$ cat src/rtl/rot_unlock_ctrl_pkg.sv
// Shared definitions for the root-of-trust unlock controller:
// FSM state encoding, bus opcodes and default register map.
package rot_unlock_ctrl_pkg;

   typedef enum logic [2:0] {
      ST_LOCKED,
      ST_LOAD,
      ST_COMPARE,
      ST_UNLOCKED,
      ST_LOCKOUT
   } state_t;

   localparam logic [31:0] OP_UNLOCK = 32'h1;
   localparam logic [31:0] OP_LOCK   = 32'h2;
   localparam logic [31:0] OP_ABORT  = 32'h3;

   localparam logic [31:0] OP_ADDR_DEF     = 32'h0;
   localparam logic [31:0] KEY_ADDR_DEF    = 32'h4;
   localparam logic [31:0] STATUS_ADDR_DEF = 32'h8;

endpackage

$ cat src/rtl/rot_key_cmp.sv
// Constant-time key comparator: scans every chunk, MSB first,
// accumulating a sticky mismatch flag and pulsing done after the last.
module rot_key_cmp #(
   parameter int KEY_WIDTH = 128,
   parameter int CHUNK     = 8
) (
   input  logic                 clk,
   input  logic                 rst_n,
   input  logic                 en,
   input  logic [KEY_WIDTH-1:0] key_buf,
   input  logic [KEY_WIDTH-1:0] key,
   output logic                 done,
   output logic                 mismatch
);

   localparam int NC = KEY_WIDTH / CHUNK;
   localparam int IW = (NC > 1) ? $clog2(NC) : 1;

   logic [IW-1:0]        idx;
   logic [KEY_WIDTH-1:0] buf_sh;
   logic [KEY_WIDTH-1:0] key_sh;

   assign buf_sh = key_buf << (CHUNK * idx);
   assign key_sh = key << (CHUNK * idx);

   always_ff @(posedge clk or negedge rst_n) begin
      if (!rst_n) begin
         idx      <= '0;
         done     <= 1'b0;
         mismatch <= 1'b0;
      end else if (!en) begin
         idx      <= '0;
         done     <= 1'b0;
         mismatch <= 1'b0;
      end else if (!done) begin
         mismatch <= mismatch |
                     (buf_sh[KEY_WIDTH-1 -: CHUNK] !=
                      key_sh[KEY_WIDTH-1 -: CHUNK]);
         idx      <= idx + 1'b1;
         done     <= (idx == IW'(NC - 1));
      end
   end

endmodule

$ cat src/rtl/rot_unlock_ctrl.sv
// Obfuscation-unlock controller: bus decode, key word loader, unlock FSM,
// failed-attempt counter, lockout timer and registered status read-back.
module rot_unlock_ctrl
   import rot_unlock_ctrl_pkg::*;
#(
   parameter int                   WIDTH          = 32,
   parameter int                   KEY_WIDTH      = 128,
   parameter int                   CHUNK          = 8,
   parameter logic [KEY_WIDTH-1:0] KEY_DEFAULT    = {4{32'hF0F0AAAA}},
   parameter int                   MAX_ATTEMPTS   = 3,
   parameter int                   LOCKOUT_CYCLES = 1024,
   parameter logic [WIDTH-1:0]     OP_ADDR        = WIDTH'(OP_ADDR_DEF),
   parameter logic [WIDTH-1:0]     KEY_ADDR       = WIDTH'(KEY_ADDR_DEF),
   parameter logic [WIDTH-1:0]     STATUS_ADDR    = WIDTH'(STATUS_ADDR_DEF)
) (
   input  logic             clk,
   input  logic             rst_n,
   input  logic [WIDTH-1:0] data_i,
   input  logic [WIDTH-1:0] address,
   input  logic             re,
   input  logic             we,
   output logic [WIDTH-1:0] data_o,
   output logic             unlocked_o,
   output logic             busy_o,
   output logic             lockout_o
);

   localparam int NW  = KEY_WIDTH / WIDTH;
   localparam int WIW = (NW > 1) ? $clog2(NW) : 1;

   state_t               state;
   state_t               nxt;
   logic [WIW-1:0]       widx;
   logic [KEY_WIDTH-1:0] key_buf;
   logic [KEY_WIDTH-1:0] key_q;
   logic [7:0]           fail_cnt;
   logic [31:0]          lo_cnt;
   logic                 op_wr;
   logic                 key_wr;
   logic                 cmp_done;
   logic                 cmp_mism;
   logic                 lock_hit;
   logic                 lo_exit;

   assign key_q    = KEY_DEFAULT;
   assign op_wr    = we && (address == OP_ADDR);
   assign key_wr   = we && (address == KEY_ADDR);
   assign lock_hit = ({1'b0, fail_cnt} + 9'd1) == 9'(MAX_ATTEMPTS);
   assign lo_exit  = (LOCKOUT_CYCLES != 0) && (lo_cnt == '0);

   rot_key_cmp #(
      .KEY_WIDTH (KEY_WIDTH),
      .CHUNK     (CHUNK)
   ) u_cmp (
      .clk      (clk),
      .rst_n    (rst_n),
      .en       (state == ST_COMPARE),
      .key_buf  (key_buf),
      .key      (key_q),
      .done     (cmp_done),
      .mismatch (cmp_mism)
   );

   always_comb begin
      nxt = state;
      unique case (state)
         ST_LOCKED:
            if (op_wr && data_i == WIDTH'(OP_UNLOCK)) nxt = ST_LOAD;
         ST_LOAD:
            if (op_wr && data_i == WIDTH'(OP_ABORT)) nxt = ST_LOCKED;
            else if (key_wr && widx == WIW'(NW - 1)) nxt = ST_COMPARE;
         ST_COMPARE:
            if (cmp_done)
               nxt = !cmp_mism ? ST_UNLOCKED :
                     lock_hit  ? ST_LOCKOUT  : ST_LOCKED;
         ST_UNLOCKED:
            if (op_wr && data_i == WIDTH'(OP_LOCK)) nxt = ST_LOCKED;
            else if (op_wr && data_i == WIDTH'(OP_UNLOCK)) nxt = ST_LOAD;
         ST_LOCKOUT:
            if (lo_exit) nxt = ST_LOCKED;
         default: nxt = ST_LOCKED;
      endcase
   end

   // Outputs are decoded from the next state so they change with it.
   always_ff @(posedge clk or negedge rst_n) begin
      if (!rst_n) begin
         state      <= ST_LOCKED;
         unlocked_o <= 1'b0;
         busy_o     <= 1'b0;
         lockout_o  <= 1'b0;
         widx       <= '0;
         key_buf    <= '0;
         fail_cnt   <= '0;
         lo_cnt     <= '0;
         data_o     <= '0;
      end else begin
         state      <= nxt;
         unlocked_o <= (nxt == ST_UNLOCKED);
         busy_o     <= (nxt == ST_LOAD) || (nxt == ST_COMPARE);
         lockout_o  <= (nxt == ST_LOCKOUT);

         if (nxt == ST_LOAD && state != ST_LOAD)
            widx <= '0;
         else if (state == ST_LOAD && key_wr)
            widx <= widx + 1'b1;

         if (state == ST_LOAD && key_wr)
            key_buf <= (key_buf << WIDTH) | KEY_WIDTH'(data_i);
         else if (state == ST_LOAD && nxt == ST_LOCKED)
            key_buf <= '0;
         else if (state == ST_COMPARE && cmp_done)
            key_buf <= '0;

         if (state == ST_COMPARE && cmp_done) begin
            if (!cmp_mism)
               fail_cnt <= '0;
            else if (fail_cnt != 8'hFF)
               fail_cnt <= fail_cnt + 8'd1;
         end else if (state == ST_LOCKOUT && lo_exit) begin
            fail_cnt <= '0;
         end

         if (nxt == ST_LOCKOUT && state != ST_LOCKOUT)
            lo_cnt <= 32'(LOCKOUT_CYCLES - 1);
         else if (state == ST_LOCKOUT && lo_cnt != '0)
            lo_cnt <= lo_cnt - 32'd1;

         if (re) begin
            if (address == STATUS_ADDR)
               data_o <= {busy_o, busy_o & (state == ST_COMPARE),
                          unlocked_o, lockout_o,
                          {(WIDTH-12){1'b0}}, fail_cnt};
            else
               data_o <= '0;
         end
      end
   end

endmodule

$ cat config.mk
export PLATFORM = sky130hd
export DESIGN_NAME = rot_unlock_ctrl
export DESIGN_NICKNAME = d
export VERILOG_FILES = /design/src/rtl/rot_unlock_ctrl_pkg.sv /design/src/rtl/rot_key_cmp.sv /design/src/rtl/rot_unlock_ctrl.sv
export SDC_FILE = /design/constraint.sdc
export NUM_CORES = 1
export LEC_CHECK = 0
export ABC_AREA = 1
export ABC_CLOCK_PERIOD_IN_PS = 2300
export BUFFER_PORTS_ARGS = -buffer_cell sky130_fd_sc_hd__buf_2
export CORE_MARGIN = 3
export CORE_UTILIZATION = 56
export DETAILED_ROUTE_END_ITERATION = 10
export PLACE_DENSITY = 0.8
export SKIP_CTS_REPAIR_TIMING = 1
export SLEW_MARGIN = 40
export SYNTH_ARGS = -nofsm -noshare
export SYNTH_HDL_FRONTEND = slang
export SYNTH_SLANG_ARGS = --single-unit
$ cat constraint.sdc
create_clock -name clk -period 2.3 [get_ports clk]
set_input_delay 0.69 -clock clk [delete_from_list [all_inputs] [get_ports clk]]
set_output_delay 0.69 -clock clk [all_outputs]
set_load 0.02 [all_outputs]
==> metrics.cfg <==
[timing]
min_period_ns = 2.14
tightest_slew_ns = 0.504
hold_viol = 0
relSlewSlack_pct = 66.1
max_freq_mhz = 466
tns_ns = 0
setup_violations = 0
rsz0062_at_grt = false
final_max_slew_viol_count = 0
finalCritPeriodShare_pct = 93.3
fin_skew_ns = 0.00907

[routing]
vias = 8719
drc_errors = 0
routed_via_density = 5.51
drt_iter0_drc = 589
drt_wl_total_um = 23700
detail_route.first_pass.iterations = 5
ant_nets = 0
wl_per_cell_um = 15.0

[clock_tree]
cts-root-buf = clkbuf_16
cts_buffers = 17
cts_tree = done
path_clk_slew_ns = 0.08
cts_max_level = 4
clk_latency_ns = 0.44
cts_buffer_depth = 2
clock_sinks = 194

[logic_synthesis]
synth_edf_count = 0
yosys.area.top_type_share_pct = 49.4
ys_types = 40
ys_top_cells_by_area = dfrtp_1, nand2_1, nand3_1, nor2_1, inv_1
avgSynthCellArea_um2 = 7.88
netlist_instances = 1246
yosysMostFrequentCell = nand2_1
synthTopCellsByCount = nand2_1, nand3_1, dfrtp_1
yosys_warnings = 0
synth_top_area_cell = dfrtp_1
synth_area_mm2 = 0.00982
ys_seq_area_share_pct = 49.4
ys.flop_type = dfrtp_1
ys_seq_elements = 194
synthArstFlopShare_pct = 100

[worst_setup_path]
path_max_fanout = 16
crit_end = key_buf[75]
rr_startpoint = lo_cnt[0]
rr_endpoint = lo_cnt[6]
ff2ff_setup_slack_ns = 0.16
cp_slowest_cell = buf_4
path_cells = buf_2 -> nor2_1 -> inv_1 -> nor2_1 -> nand3_1 -> nor2_2 -> nand3_1 -> nand2_1 -> nand3_1 -> nor2_2 -> nand3_4 -> buf_4 -> nand3_1 -> nand2_1
worstSetupEndpointType = register
crit_path_frequent_cell = nand3_1
max_stage_delay_ns = 0.24
crit_start = data_i[2]
cp_data_arrival_time_ns = 2.47
crit_type = in -> reg
crit_required_ns = 2.62
r2r_cells = 12
cp-start-kind = primary input

[power_and_ir_drop]
vdd_drop_max_mv = 0.538
p_per_area_mw_per_mm2 = 589
power.total_w = 0.00666
p_leak_nw = 6.11

[floorplan]
die-width_um = 138
die-area_mm2 = 0.0192
ioPinCount = 103
core-area_mm2 = 0.0169
start_util_pct = 58.2
dieHeight_um = 138
fp-row-count = 47

[grt]
grt_usage_pct = 25.1
grt_pass1_vias = 8328
grt_pass1_wl_um = 39900
grt_max_degree = 65
grt_antenna_before_repair = 0
overflow = 0

[job]
drv_cap = 0

[placed_design]
dp_hpwl_um = 16200
gp_congestion = 0.933
portBuffers = 82

[worst_hold_path]
min_path_type = in -> async

[finish]
diodes = 0
fin_nets = 1423
area_delta_synth_final_pct = 15.1
nFillCells = 1328
drive_above_1_share_pct = 14.7

[status]
status = completed

final cells by class:
cell class                      count  area, um^2  area share, %
Clock inverter                     15         171           1.52
Tap cell                          220         275           2.43
Inverter                           86         332           2.93
Timing Repair Buffer              143        1000           8.86
Multi-Input combinational cell    908        4250           37.5
Sequential cell                   194        4860           42.9
Clock buffer                       17         425           3.76
metrics by stage:
stage | std cells | hold WS [ns] | setup slack, ns | util [%] | instance area [um^2]
CTS | 1579 | 0.194 | 0.106 | 66.7 | 11300
finish | 1583 | 0.185 | 0.155 | 67.0 | 11300
floorplan | 1265 | 0.394 | 0.115 | - | 9890
detailed placement | 1547 | 0.488 | -0.337 | 63.2 | 10700
global route | 1583 | 0.205 | 0.0179 | 67.0 | 11300
global placement | 1547 | 0.482 | -0.286 | 63.2 | 10700
worst max-delay path, delay by kind of cell:
kind          cells  cell delay (ns)
buf+inv           3             0.41
simple gates     11             1.36
report_power, final:
group | internal (W) | switching, W | total (W)
logic | 0.0000864 | 0.000150 | 0.000236
clock network | 0.00156 | 0.00146 | 0.00302
registers | 0.00341 | 0.00000000000000785 | 0.00341
how the worst min path moves through the flow:
| stage | start | end | slack (ns) | cells past startpoint |
|---|---|---|---|---|
| final | rst_n | lo_cnt[14] | 0.18 | 1 |
| after global routing | rst_n | lo_cnt[31] | 0.20 | 1 |
| after CTS | rst_n | lo_cnt[31] | 0.19 | 1 |
| after detailed placement | key_buf[101] | key_buf[101] | 0.49 | 2 |
| after global placement | key_buf[104] | key_buf[104] | 0.48 | 2 |
| after floorplan | rst_n | busy_o | 0.39 | 0 |
metal layers:
metal	routed length [um]	vias up	GRT usage, %
met5	0	-	0
met4	760	0	10.1
met3	1060	76	4.70
met2	12000	259	42.7
met1	9950	4153	31.7
li1	-	4231	-
registers in the layout (all words and copies together) (netlist names):
register / cells
u_cmp.mismatch: 1
key_buf: 128
fail_cnt: 8
u_cmp.done: 1
state: 3
data_o: 12
lo_cnt: 32
unlocked_o: 1
lockout_o: 1
busy_o: 1
widx: 2
u_cmp.idx: 4
layout by cell type (no fill, tap or decap), types with 4 or more instances in the layout:
master	count
inv_8	5
nor2_2	7
nor2_1	112
o211ai_1	4
clkinv_2	4
buf_2	81
xor2_1	25
dfrtp_1	193
buf_12	10
a21oi_1	12
o21ai_0	33
nand3_1	198
clkbuf_16	17
nand2_1	385
nor4_1	6
nand4_1	23
ha_1	5
inv_1	79
o31ai_1	15
o22ai_1	13
buf_4	51
nand3b_1	4
nor3_1	21
conb_1	20
logic make-up (layout without fill, tap and decap cells):
kind of cell | after synthesis | in the layout | synth area share (%)
flops | 194 | 194 | 49.4
simple gates | 773 | 773 | 34.2
fa+ha+maj | 5 | 5 | 0.637
other cells | 1 | 20 | 0.0382
mux | 1 | 1 | 0.102
buf+inv | 163 | 261 | 8.25
compound gates | 82 | 82 | 4.98
xor+xnor | 27 | 27 | 2.41
Power figures use the tool's default switching activity.
